$ cat config.mk
export PLATFORM = sky130hd
export DESIGN_NAME = stopwatch_ctrl
export DESIGN_NICKNAME = d
export VERILOG_FILES = /design/src/rtl/stopwatch_ctrl.sv
export SDC_FILE = /design/constraint.sdc
export NUM_CORES = 1
export LEC_CHECK = 0
export ABC_AREA = 1
export CORE_MARGIN = 5
export CORE_UTILIZATION = 50
export CTS_BUF_LIST = sky130_fd_sc_hd__clkbuf_16
export CTS_CLUSTER_DIAMETER = 150
export DETAILED_ROUTE_END_ITERATION = 10
export GPL_ROUTABILITY_DRIVEN = 0
export MAX_ROUTING_LAYER = met4
export PLACE_DENSITY_LB_ADDON = 0.12
export SLEW_MARGIN = 20
export SYNTH_ARGS = -nofsm -noshare
export SYNTH_HDL_FRONTEND = slang
export SYNTH_SLANG_ARGS = --single-unit
$ cat constraint.sdc
create_clock -name clk -period 4.05 [get_ports clk]
set_input_delay 0.6075 -clock clk [delete_from_list [all_inputs] [get_ports clk]]
set_output_delay 0.6075 -clock clk [all_outputs]
set_load 0.01 [all_outputs]
$ cat src/rtl/stopwatch_ctrl.sv
// Stopwatch controller: button synchronisers, IDLE/RUN/LAP/PAUSE sequencing,
// BCD mm:ss.t accumulation of 100 ms ticks and lap-freeze display mux.
module stopwatch_ctrl #(
    parameter int SYNC_STAGES  = 2,
    parameter int MIN_TENS_MAX = 5
) (
    input  logic        clk,
    input  logic        reset,
    input  logic        start_stop_in,
    input  logic        lap_reset_in,
    input  logic        tick_in,
    output logic        tick_en,
    output logic        tick_clr,
    output logic [19:0] disp_bcd,
    output logic        run_led,
    output logic        lap_led,
    output logic        wrap
);

    typedef enum logic [1:0] {IDLE, RUN, LAP, PAUSE} state_t;

    localparam logic [3:0] MIN_T_LAST = 4'(MIN_TENS_MAX);

    state_t                 r_state;
    state_t                 w_next_state;
    logic [SYNC_STAGES-1:0] r_ss_sync;
    logic [SYNC_STAGES-1:0] r_lr_sync;
    logic                   r_ss_prev;
    logic                   r_lr_prev;
    logic                   r_ss_p;
    logic                   r_lr_p;
    logic [19:0]            r_time;
    logic [19:0]            r_lap;
    logic [19:0]            w_time_inc;
    logic [19:0]            w_time_next;
    logic                   w_rollover;
    logic                   w_tick_acc;
    logic                   w_lap_capture;
    logic                   w_clear_all;
    logic                   r_tick_en;
    logic                   r_tick_clr;
    logic                   r_run_led;
    logic                   r_lap_led;
    logic                   r_wrap;

    // The edge pulse is registered so a press seen at edge N moves the FSM
    // at edge N+SYNC_STAGES+1.
    // NOTE: sequential state uses non-blocking assignments so every flop
    // samples pre-edge values regardless of statement order.
    always_ff @(posedge clk or posedge reset) begin
        if (reset) begin
            r_ss_sync <= '0;
            r_lr_sync <= '0;
            r_ss_prev <= 1'b0;
            r_lr_prev <= 1'b0;
            r_ss_p    <= 1'b0;
            r_lr_p    <= 1'b0;
        end else begin
            r_ss_sync <= {r_ss_sync[SYNC_STAGES-2:0], start_stop_in};
            r_lr_sync <= {r_lr_sync[SYNC_STAGES-2:0], lap_reset_in};
            r_ss_prev <= r_ss_sync[SYNC_STAGES-1];
            r_lr_prev <= r_lr_sync[SYNC_STAGES-1];
            r_ss_p    <= r_ss_sync[SYNC_STAGES-1] & ~r_ss_prev;
            r_lr_p    <= r_lr_sync[SYNC_STAGES-1] & ~r_lr_prev;
        end
    end

    // Start/stop has priority: a simultaneous lap/reset pulse is dropped.
    // NOTE: every always_comb output gets a default first so no latch is inferred.
    always_comb begin
        w_next_state  = r_state;
        w_lap_capture = 1'b0;
        w_clear_all   = 1'b0;
        unique case (r_state)
            IDLE:  if (r_ss_p) w_next_state = RUN;
            RUN: begin
                if (r_ss_p) begin
                    w_next_state = PAUSE;
                end else if (r_lr_p) begin
                    w_next_state  = LAP;
                    w_lap_capture = 1'b1;
                end
            end
            LAP: begin
                if (r_ss_p)      w_next_state = PAUSE;
                else if (r_lr_p) w_next_state = RUN;
            end
            PAUSE: begin
                if (r_ss_p) begin
                    w_next_state = RUN;
                end else if (r_lr_p) begin
                    w_next_state = IDLE;
                    w_clear_all  = 1'b1;
                end
            end
            default: w_next_state = IDLE;
        endcase
    end

    assign w_tick_acc = tick_in & ((r_state == RUN) | (r_state == LAP));

    // Ripple BCD increment: each digit advances only when all lower digits wrap.
    always_comb begin
        w_time_inc = r_time;
        w_rollover = 1'b0;
        if (r_time[3:0] != 4'd9) begin
            w_time_inc[3:0] = r_time[3:0] + 4'd1;
        end else begin
            w_time_inc[3:0] = 4'd0;
            if (r_time[7:4] != 4'd9) begin
                w_time_inc[7:4] = r_time[7:4] + 4'd1;
            end else begin
                w_time_inc[7:4] = 4'd0;
                if (r_time[11:8] != 4'd5) begin
                    w_time_inc[11:8] = r_time[11:8] + 4'd1;
                end else begin
                    w_time_inc[11:8] = 4'd0;
                    if (r_time[15:12] != 4'd9) begin
                        w_time_inc[15:12] = r_time[15:12] + 4'd1;
                    end else begin
                        w_time_inc[15:12] = 4'd0;
                        if (r_time[19:16] != MIN_T_LAST) begin
                            w_time_inc[19:16] = r_time[19:16] + 4'd1;
                        end else begin
                            w_time_inc[19:16] = 4'd0;
                            w_rollover        = 1'b1;
                        end
                    end
                end
            end
        end
    end

    assign w_time_next = w_tick_acc ? w_time_inc : r_time;

    always_ff @(posedge clk or posedge reset) begin
        if (reset) begin
            r_state    <= IDLE;
            r_time     <= '0;
            r_lap      <= '0;
            r_wrap     <= 1'b0;
            r_tick_en  <= 1'b0;
            r_tick_clr <= 1'b1;
            r_run_led  <= 1'b0;
            r_lap_led  <= 1'b0;
        end else begin
            r_state <= w_next_state;
            if (w_clear_all) begin
                r_time <= '0;
                r_lap  <= '0;
            end else begin
                r_time <= w_time_next;
                if (w_lap_capture) r_lap <= w_time_next;
            end
            r_wrap     <= w_tick_acc & w_rollover;
            r_tick_en  <= (r_state == RUN) | (r_state == LAP);
            r_tick_clr <= (r_state == IDLE);
            r_run_led  <= (r_state == RUN) | (r_state == LAP);
            r_lap_led  <= (r_state == LAP);
        end
    end

    assign disp_bcd = (r_state == LAP) ? r_lap : r_time;
    assign tick_en  = r_tick_en;
    assign tick_clr = r_tick_clr;
    assign run_led  = r_run_led;
    assign lap_led  = r_lap_led;
    assign wrap     = r_wrap;

endmodule

After elaboration in Yosys (flattened, before gate mapping)
Index checks and enable logic that the tools add are counted.

Add/sub/neg operators: 5. Reductions and logical operators: 3. Muxes and demuxes: 31. Bitwise gates (word level): 7. Eq/ne operators: 12.

Operators with widths (count): 20-bit two-way mux (5); 4-bit two-way mux (6); 4-bit by 1-bit adder with 4-bit output, second input constant (5); 16-bit two-way mux (1); 2-bit two-way mux (7); 12-bit two-way mux (1); 4-bit inequality test, second input constant (3); 1-bit two-way mux (9); 3-bit inequality test, second input constant (3); 8-bit two-way mux (1); 4-bit by 3-bit inequality test with 1-bit output, second input constant (2); 2-bit one-hot mux with 4 select lines (1); 1-bit bitwise AND (4); 2-bit == test, second input constant (2); 4-bit AND reduction (1); 2-bit by 1-bit == test with 1-bit output, second input constant (1); 2-bit zero test (1); 2-bit inequality test, second input constant (1); 1-bit NOT (2); 2-bit nonzero test (1); 1-bit bitwise OR (1).

Input bits: 5. Output and inout port bits: 25. Register bits: 54.

Longest topological paths before layout
Gate-level depths: netlist of the first run.

Word-level depth: 9. Depth in mapped cells: 13. Gate-level depth less buffers: 13.

Worst setup path after synthesis of the first run
OpenSTA, ideal clock, no wires.

Path kind: register -> output. From: reg r_state[0]. To: out disp_bcd[2]. Arrival time: 1.336 ns. Stages on the path, launching flop included: 5. Slack: 2.106 ns. Data required time: 3.442 ns. Cells stage by stage: dfrtp_1 -> inv_1 -> ha_1 -> clkbuf_1 -> mux2_2.

Word-level cells in the longest chain between the ends: 2.

Ends and longest elaborated chain: start, declared (line 24) `state_t r_state;`; start signal, assigned (line 147) `r_state <= w_next_state;`; 2-bit == test (line 163) `assign disp_bcd = (r_state == LAP) ? r_lap : r_time;`; 20-bit two-way mux (line 163); end, declared (line 14) `output logic [19:0] disp_bcd,`.

No other way between the ends.

Worst setup path after layout of the first run
From: reg r_state[0]. To: out disp_bcd[14].

Same word-level chain as after synthesis.

==> metrics list, run 1 <==
- Run status: finished, final reports clean
* Standard-cell rows: 27
- After clock tree synthesis, the clock-pin slew on the worst setup and hold paths is 0.07 ns.
- Final critical-path required period: 3.203 ns
* CTS tree: done
- The number of hold buffers added after CTS was 0.
* Io pins: 30
- In this run, CTS created clock tree buffers numbering 5.
- Once layout is done, the placed cells without fillers occupy 3276 µm².
- For the worst-skew pair, the clock arrives at the later sink with an insertion delay of 0.29 ns.
- Of the total power, the clock network draws 24.3%.
- Crit path arrival time: 2.60 ns
- Net switching power figure: 706.1 µW
- Per-cell via count in the routed design: 5.014
* Effective utilization at floorplan: 50.66%
- After detailed routing, the total wire length is 5684 µm.
- Hold Path Cell Cnt: 0
- Largest net degree at the start of global routing: 31
- In this run the cell area measured after placement is 3109 µm².
- The first detailed-routing pass took 4 iterations.
* Unique masters post-synth: 31
* Final Setup Violations: 0
- Headroom to the max-slew limit came out at 37.44%.
- Power Dens Cells: 607.0 nW/µm²
- CTS max path bufs: 2
- Category of the worst setup path capture point: primary output
* Number of flops mapped to enable cells by yosys: 0
* Number of instances in the synthesized netlist: 339
- Worst min-delay path category: register to register
- Count of maximum capacitance violations: 0
* Peak fanout along the critical path: 30
- In this run, synthesis produced a sequential element count of 54.
- Final cell count without fillers: 442
* Share of layout cells above drive strength 1: 10.00%
* Sequential group share of total power: 39.6%
- Combinational cells account for 36.1% of the total power.
- Setup repair after global routing left no endpoint under its margin.
* Wire length of the first global-routing pass: 10190 µm
* Via count of the routed design: 2216
- After detailed placement, the design holds a cell count of 434.
- Counting every sink on the clock net gives 54.
- Critical path required time: 3.44 ns
- In the routed design, unresolved DRC markers number 0.
- Number of global-route vias before repair: 2163
- After layout, the worst path uses 79.09% of the clock period.
- The cell area that synthesis handed to floorplanning was 2755 µm².
- Worst clock skew: 0.01071 ns
- Number of gates resized after cts: 0
- Internal Pwr Total: 1282 µW
- Detailed placement ended at an HPWL of 4030 µm.
* Detail Route Antenna Nets: 0
- Synthesis-to-layout area growth: 18.89%
* Number of inserted diodes: 0
- The Yosys step of the flow raised 0 warnings.
- Number of buffer cells added on primary ports: 29
- Switching fraction of total power: 35.51%
- The root buffer cell chosen for the clock tree is sky130_fd_sc_hd__clkbuf_16.
- At the pin with the least slew margin, the transition time is 0.9384 ns.
* Flip-flop cell with the highest count after synthesis: sky130_fd_sc_hd__dfrtp_1
* Routed wire per std cell: 12.86 µm
- For this run, the total global-route usage over all layers was measured as 18.03%.
- In the synthesized netlist the async set-or-reset flop fraction comes to 100.0%.
- The worst register-to-register path has a depth of 11.
- Final hold slack: 0.3503 ns
- GRT overflow: 0
- Final max-slew violation count: 0
- Leakage Power: 0.001641 µW
- The number of setup buffers added after CTS is 0.
* CTS H-tree depth: 2
- Die Outline Area: 7095 µm²
- In the final design database the tool counted 384 nets.
- Synth Area per Inst: 8.127 µm²
- Peak supply drop: 0.0003200 V
- CP startpoint kind: register
- Maximum clock frequency: 312.2 MHz
- Setup CP Type: register to primary output
- After floorplanning, the core was sized to cover 5439 µm².
- The share of the Yosys chip area taken by registers is 49.09%.
- DIE HEIGHT: 84.23 µm
- DR iter-0 viols: 140
- Total nets after synthesis: 354
* Antenna violations before repair: 0
* Total negative setup slack: 0 ns
- The die is 84.23 µm wide.
- Final-report hold violation count: 0
worst paths after layout:
| check | slack, ns | start | end |
|---|---|---|---|
| min in group asynchronous | 0.71 | reset | r_lap[1]$_DFFE_PP0P_ |
| max in group asynchronous | 2.58 | reset | r_lap[8]$_DFFE_PP0P_ |
| worst max register to register | 1.94 | r_state[0]$_DFFE_PP0P_ | r_lap[10]$_DFFE_PP0P_ |
| worst min register to register | 0.35 | r_lr_sync[0]$_DFF_PP0_ | r_lr_sync[1]$_DFF_PP0_ |
| worst min-delay path | 0.35 | r_lr_sync[0]$_DFF_PP0_ | r_lr_sync[1]$_DFF_PP0_ |
| worst max-delay path | 0.85 | r_state[0]$_DFFE_PP0P_ | disp_bcd[14] |
per-layer routing:
metal	GRT usage (%)	share of wire, %
met2	27.47	44
met5	-	0
met4	4.386	1.1
met1	25.11	51
met3	3.140	3.2
flip-flops by register name, indices dropped and copies added, names as in the netlist:
register / count
r_lr_sync: 2
tick_clr: 1
r_lr_prev: 1
r_state: 2
lap_led: 1
r_ss_sync: 2
r_lap: 20
wrap: 1
r_ss_prev: 1
run_led: 1
r_ss_p: 1
r_time: 20
r_lr_p: 1
per-stage QoR:
stage                     worst slack (ns)  total power, µW  utilization [%]
after CTS                           0.7819             2005            60.23
final                               0.8470             1988            60.23
after global placement               1.166             1508            57.17
after detailed placement             1.087             1520            57.17
after floorplan                      2.106             1243                -
after global routing                0.5533             2137            60.23
placed cells by master (no fill, tap or decap), types with 3 or more instances in the layout:
cell type,netlist,final
sky130_fd_sc_hd__nand4_1,12,12
sky130_fd_sc_hd__a21oi_1,8,8
sky130_fd_sc_hd__inv_1,42,42
sky130_fd_sc_hd__inv_2,4,5
sky130_fd_sc_hd__nand2_1,105,105
sky130_fd_sc_hd__clkdlybuf4s50_1,0,29
sky130_fd_sc_hd__nor2_1,20,20
sky130_fd_sc_hd__o21ai_0,28,28
sky130_fd_sc_hd__clkbuf_16,0,5
sky130_fd_sc_hd__o211ai_1,3,3
sky130_fd_sc_hd__nor3_1,4,4
sky130_fd_sc_hd__nor2_4,4,4
sky130_fd_sc_hd__dfrtp_1,53,53
sky130_fd_sc_hd__nand3_1,12,12
sky130_fd_sc_hd__buf_4,1,3
sky130_fd_sc_hd__nor2_2,7,7
sky130_fd_sc_hd__ha_1,10,10
synthesized netlist by cell type, types with 2 or more instances:
cell | instances | area (µm²)
sky130_fd_sc_hd__inv_1 | 42 | 157.7
sky130_fd_sc_hd__nor2_4 | 4 | 45.04
sky130_fd_sc_hd__nor2_1 | 20 | 75.07
sky130_fd_sc_hd__clkbuf_1 | 4 | 15.01
sky130_fd_sc_hd__nand2_4 | 2 | 22.52
sky130_fd_sc_hd__a21oi_1 | 8 | 40.04
sky130_fd_sc_hd__nand2_1 | 105 | 394.1
sky130_fd_sc_hd__nand2_2 | 2 | 12.51
sky130_fd_sc_hd__ha_1 | 10 | 125.1
sky130_fd_sc_hd__o211ai_1 | 3 | 22.52
sky130_fd_sc_hd__nor3_1 | 4 | 20.02
sky130_fd_sc_hd__nand4_2 | 2 | 25.02
sky130_fd_sc_hd__nand3_1 | 12 | 60.06
sky130_fd_sc_hd__buf_2 | 3 | 15.01
sky130_fd_sc_hd__nand4_1 | 12 | 75.07
sky130_fd_sc_hd__dfrtp_1 | 53 | 1326
sky130_fd_sc_hd__and3_1 | 2 | 12.51
sky130_fd_sc_hd__inv_2 | 4 | 15.01
sky130_fd_sc_hd__nor2_2 | 7 | 43.79
sky130_fd_sc_hd__o21ai_1 | 2 | 10.01
sky130_fd_sc_hd__o21ai_0 | 28 | 140.1
logic make-up (layout without fill, tap and decap cells):
| group | Yosys count | in the layout | share of synthesized area, % |
|---|---|---|---|
| buf+inv | 56 | 87 | 8.174 |
| simple gates | 175 | 175 | 29.52 |
| mux | 1 | 1 | 0.4087 |
| flops | 54 | 54 | 49.09 |
| fa+ha+maj | 10 | 10 | 4.541 |
| compound gates | 43 | 43 | 8.265 |
area by class of cell:
class / count / area (µm²)
Multi-Input combinational cell: 229 / 1177
Tap cell: 72 / 90.09
Timing Repair Buffer: 32 / 312.8
Sequential cell: 54 / 1353
Clock inverter: 3 / 41.29
Clock buffer: 5 / 125.1
Fill cell: 490 / 2163
Inverter: 47 / 176.4
worst max-delay path, stage by stage (launching register included):
cell and delay (ns):
sky130_fd_sc_hd__dfrtp_1 0.43, sky130_fd_sc_hd__inv_1 0.12, sky130_fd_sc_hd__ha_1 0.78, sky130_fd_sc_hd__buf_4 0.30
sky130_fd_sc_hd__nand2_1 0.05, sky130_fd_sc_hd__o21ai_0 0.07, sky130_fd_sc_hd__clkdlybuf4s50_1 0.56
power by group through the flow:
stage	registers, µW	logic (µW)	clock network (µW)
2_1_floorplan	782	461	0
3_3_place_gp	793	715	0
3_5_place_dp	798	722	0
4_1_cts	788	729	488
5_1_grt	811	815	510
6_report	788	718	482
No activity file was read; power rests on OpenSTA's default activity.
==> run 2, diff against run 1 <==
- clock period: 4.05 -> 2.6 ns (I/O delays scaled with it)
==> metrics list, run 2 (synthesized netlist as in run 1, its figures left out) <==
- Power Dens Cells: 946.4 nW/µm²
- Maximum clock frequency: 408.0 MHz
* Final max-slew violation count: 0
* Most used cells in the layout excluding fill and tap cells: sky130_fd_sc_hd__nand2_1 (105), sky130_fd_sc_hd__dfrtp_1 (53), sky130_fd_sc_hd__inv_1 (43)
* Setup WS pre-CTS: 0.4586 ns
- Met3 track demand over resource: 3.827%
- At the worst endpoint, the arrival time is 2.06 ns.
* Clock Latency Late Sink: 0.29 ns
- Placed instance area: 3142 µm²
- Setup slack closes at 0.1487 ns.
- Standard-cell rows: 27
* Detail Route Antenna Nets: 0
- Setup repair after global routing missed its margin: no
- DIE HEIGHT: 84.23 µm
* DRC viols: 0
- Antenna violations before repair: 0
* Wire length of the first global-routing pass: 10270 µm
- Chip width: 84.23 µm
* Leading cell type in the layout, fill and taps excluded: sky130_fd_sc_hd__nand2_1
- Per-cell via count in the routed design: 4.998
- 0 antenna diodes ended up in the layout.
- Total wire length: 5729 µm
- Synthesis-to-layout area growth: 19.94%
* Peak fanout along the critical path: 42
* Worst min-delay path category: register to register
- STA puts the critical path data required time at 2.21 ns.
* Number of gates resized after cts: 0
- Clock sink total: 54
- Via count of the routed design: 2214
* Io pins: 30
- Met1 capacity usage during global routing: 25.03%
- Number of inserted filler cells in the final layout: 477
- Count of TritonRoute iterations in the first routing pass: 4
* GRT overflow: 0
- The number of global-route vias before repair came to 2179.
- Category of the worst setup path capture point: primary output
* Die Outline Area: 7095 µm²
- In this run, CTS created clock tree buffers numbering 5.
* Setup CP Type: register to primary output
* Final net count: 385
* HPWL after detailed placement: 4143 µm
- The tightest hold path in the finished design has a slack of 0.3541 ns.
- CTS H-tree depth: 2
- After routing, the total negative slack on setup checks comes to 0 ns.
* Worst clock skew: 0.002773 ns
- Global routing used 18.17% of the available tracks.
- Fraction of the cycle the final worst path needs: 94.28%
- Clk root buf: sky130_fd_sc_hd__clkbuf_16
* Peak supply drop: 0.0006348 V
- For this run, global-route usage on met2 was measured as 27.33%.
- Total power for the finished layout comes to 3127 µW.
* Routed wire per std cell: 12.93 µm
- The first routing iteration left 130 violations.
- The run finished with clean final reports.
- The largest registers in the layout are r_lap x20, r_time x20.
- After global routing, the most crowded layer is met2.
- Entering global routing, the biggest net connects 43 pins.
- The total count of hold-check failures in the final report came to 0.
- After clock tree synthesis, the flow added hold-fix buffers numbering 0.
- Number of buffer cells added on primary ports: 29
- Max-cap violations in this run came to 0.
- Relative max-transition margin: 67.84%
- Final critical-path required period: 2.451 ns
- Core Box Area: 5439 µm²
- At the pin with the least slew margin, the transition time is 0.4816 ns.
- Clock slew at reported path FFs: 0.07 ns
* Effective utilization at floorplan: 50.66%
- Final Setup Violations: 0
- CTS tree: done
- STA classifies the critical path startpoint as a register.
- In this run the deepest clock path goes through 2 buffers.
- Post-CTS setup-driven buffer insertion count: 0
- Summing all non-filler instances in the final layout gives an area of 3304 µm².
- Leakage Power: 0.001659 µW
* Share of layout cells above drive strength 1: 9.973%
run 2: changes by cell type in the layout (fill, tap and decap cells not counted), sizes merged:
| cell | delta |
|---|---|
| clkinvlp | -1 |
| buf | +1 |
| inv | +1 |
run 2: worst paths after layout:
| check | from | end | slack [ns] | depth (start not counted) |
|---|---|---|---|---|
| min | r_lr_sync[0]$_DFF_PP0_ | r_lr_sync[1]$_DFF_PP0_ | 0.35 | 0 |
| max in group asynchronous | reset | tick_clr$_DFF_PP1_ | 1.55 | 3 |
| max | r_state[0]$_DFFE_PP0P_ | disp_bcd[2] | 0.15 | 5 |
| min in group asynchronous | reset | r_lap[2]$_DFFE_PP0P_ | 0.44 | 2 |
| min reg2reg | r_lr_sync[0]$_DFF_PP0_ | r_lr_sync[1]$_DFF_PP0_ | 0.35 | 0 |
| max reg2reg | r_state[0]$_DFFE_PP0P_ | r_lap[10]$_DFFE_PP0P_ | 0.58 | 11 |
run 2: routing by layer:
metal,routed length [µm],part of all wire [%]
met1,2876,50
met2,2569,45
met3,212,3.7
met4,70,1.2
met5,0,0
run 2: layout make-up:
cell class	count	area, µm²	share of cell area (%)
inverter	47	176.4	5.339
tap	72	90.09	2.726
sequential	54	1353	40.93
timing repair buffer	33	345.3	10.45
clock inverter	3	37.54	1.136
multi-input combinational	229	1177	35.63
clock buffer	5	125.1	3.786
run 2: critical path, stage by stage (launching register included):
cell,delay (ns)
sky130_fd_sc_hd__dfrtp_1,0.42
sky130_fd_sc_hd__inv_1,0.12
sky130_fd_sc_hd__ha_1,0.20
sky130_fd_sc_hd__buf_12,0.20
sky130_fd_sc_hd__mux2_2,0.35
sky130_fd_sc_hd__clkdlybuf4s50_1,0.48
run 2: report_power, final:
part / internal (µW) / total [µW] / switching (µW)
Clock: 448 / 738 / 291
Combinational: 504 / 1160 / 657
Sequential: 1060 / 1230 / 165
run 2: per-stage QoR:
stage / instances / utilization, %
final: 443 / 60.75
after detailed placement: 435 / 57.76
after floorplan: 339 / -
after global routing: 443 / 60.75
after CTS: 443 / 60.75
after global placement: 435 / 57.76
==> run 3, diff against run 2 <==
- clock period: 2.6 -> 2.5 ns (I/O delays scaled with it)
==> metrics list, run 3 (synthesized netlist as in run 1, its figures left out) <==
- Antenna violations before repair: 0
- Count of TritonRoute iterations in the first routing pass: 4
* Category of the worst setup path capture point: primary output
* DR iter-0 viols: 219
* Io pins: 30
* Regs by FF count: r_lap x20, r_time x20
* Final cell count without fillers: 445
- Synthesis-to-layout area growth: 20.25%
- Per-cell via count in the routed design: 5.196
- The internal portion of the total power is 2027 µW.
- The critical path in this run is classified as register to primary output.
- For this configuration, the core starts out at a cell density of 50.66%.
* Routed wire per std cell: 13.68 µm
- Clock sink total: 54
* Number of inserted filler cells in the final layout: 488
- Leakage Power: 0.001659 µW
* Share of layout cells above drive strength 1: 10.99%
- STA puts the critical path data required time at 2.12 ns.
- Die Outline Area: 7095 µm²
- Post-CTS setup-driven buffer insertion count: 0
* Final Core Density: 60.92%
- Final-report hold violation count: 0
- HPWL after detailed placement: 4162 µm
- Final critical-path required period: 2.426 ns
- Across the run, the number of max-cap violations was 0.
- Inst Count DP: 436
* CP startpoint kind: register
* Relative max-transition margin: 69.94%
- CTS max path bufs: 2
- Across every metal layer, demand over resource in global routing totals 18.42%.
* Fin worst setup slack: 0.07392 ns
* Worst clock skew: 0.005691 ns
* Slowest cell delay on critical path: 0.48 ns
* Clk root buf: sky130_fd_sc_hd__clkbuf_16
- Most used cells in the layout excluding fill and tap cells: sky130_fd_sc_hd__nand2_1 (105), sky130_fd_sc_hd__dfrtp_1 (53), sky130_fd_sc_hd__inv_1 (42)
* Crit path arrival time: 2.05 ns
* Number of inserted diodes: 0
* Transition time of the tightest slew-check pin: 0.4503 ns
- Clock Latency Late Sink: 0.29 ns
- Entering global routing, the biggest net connects 43 pins.
- The number of global-route vias before repair is 2174.
- The final count of pins violating max slew is 0.
- Of the total power, the clock network draws 20.8%.
- Fraction of the cycle the final worst path needs: 97.04%
- Setup repair after global routing missed its margin: no
- Total wire length: 6088 µm
- Input and output buffers added on the ports amount to 29.
- The first global-routing pass estimated 10410 µm of wire.
- The critical path goes through inv_1, ha_4, buf_12, mux2_2, clkdlybuf4s50_1.
- Detail Route Antenna Nets: 0
- The floorplan step set the die width to 84.23 µm.
* GRT overflow: 0
- The tightest min-delay check is of the register to register type.
- Leading cell type in the layout, fill and taps excluded: sky130_fd_sc_hd__nand2_1
- For this block, the via count after detailed routing is 2312.
- Adding up every negative setup slack in the final design gives 0 ns.
- At the end of the flow, the number of nets in the layout was 387.
- The flow ran to the end, and the final reports show no timing, DRC or antenna violations.
- For this design the ratio of total power to cell area is 967.8 nW/µm².
* Number of buffers inserted during clock tree synthesis: 5
- Switching fraction of total power: 36.80%
- At the placement stage, the worst setup path has a slack of 0.3716 ns.
- Net switching power figure: 1180 µW
- Standard-cell rows: 27
- CTS tree: done
- The slowest stage of the critical path is the sky130_fd_sc_hd__clkdlybuf4s50_1 cell.
- CTS built an H-tree with a depth of 2.
* Final Setup Violations: 0
- Core Box Area: 5439 µm²
- DIE HEIGHT: 84.23 µm
- Sequential group share of total power: 39.9%
- Combinational logic burns 39.3% of the power.
- DRC viols: 0
* Clock slew at reported path FFs: 0.07 ns
* Peak supply drop: 0.0005820 V
* Final hold slack: 0.3509 ns
* Peak fanout along the critical path: 21
- Maximum clock frequency: 412.2 MHz
==> run 3: changes by cell type in the layout (fill, tap and decap cells not counted), sizes merged <==
cell    change
buf         +1
bufinv      -1
clkbuf      +1
clkinv      +2
inv         -1
==> run 3: worst max-delay path, delay by kind of cell, from the launching register on <==
| kind | cells | cell delay [ns] |
|---|---|---|
| mux | 1 | 0.34 |
| fa+ha+maj | 1 | 0.20 |
| buf+inv | 3 | 0.79 |
| flops | 1 | 0.42 |
==> run 3: layout make-up <==
class	count	area (µm²)	area share, %
clock buffers	5	125.1	3.776
clock inverters	3	13.76	0.4154
inverters	47	176.4	5.325
multi-input cells	229	1190	35.91
flip-flops and latches	54	1353	40.82
well taps	72	90.09	2.719
repair buffers	35	365.4	11.03
==> run 3: path summary, 6_finish.rpt <==
path	start	to	slack (ns)	depth (start not counted)
hold / removal	r_lr_sync[0]$_DFF_PP0_	r_lr_sync[1]$_DFF_PP0_	0.35	0
setup / recovery	r_state[0]$_DFFE_PP0P_	disp_bcd[2]	0.07	5
min in group asynchronous	reset	r_lr_sync[0]$_DFF_PP0_	0.38	2
max in group asynchronous	reset	r_lap[18]$_DFFE_PP0P_	1.52	3
setup reg to reg	r_state[0]$_DFFE_PP0P_	r_time[18]$_DFF_PP0_	0.41	10
hold reg to reg	r_lr_sync[0]$_DFF_PP0_	r_lr_sync[1]$_DFF_PP0_	0.35	0
==> run 3: through the flow <==
stage | total power (µW) | area (µm²)
floorplan | 2013 | 2755
global placement | 2477 | 3137
detailed placement | 2496 | 3137
CTS | 3169 | 3276
global route | 3450 | 3313
finish | 3206 | 3313
==> run 3: what timing repair did <==
item                                    4_1_cts  5_1_grt
endpoints found under the setup margin        0        2
resized for setup                             0        2
hold buffers                                  0        0
==> run 3: per-layer routing <==
metal / vias up / wire (µm) / track usage (%)
li1: 1141 / - / -
met3: 6 / 234 / 3.435
met4: 0 / 78 / 5.409
met2: 53 / 2794 / 28.05
met5: - / 0 / -
met1: 1112 / 2981 / 25.12
==> run 3: power groups by stage <==
stage	clock network [µW]	logic (µW)	registers, µW
2_1_floorplan	0	747	1270
3_3_place_gp	0	1200	1280
5_1_grt	722	1420	1310
3_5_place_dp	0	1210	1290
6_report	668	1260	1280
4_1_cts	679	1220	1280
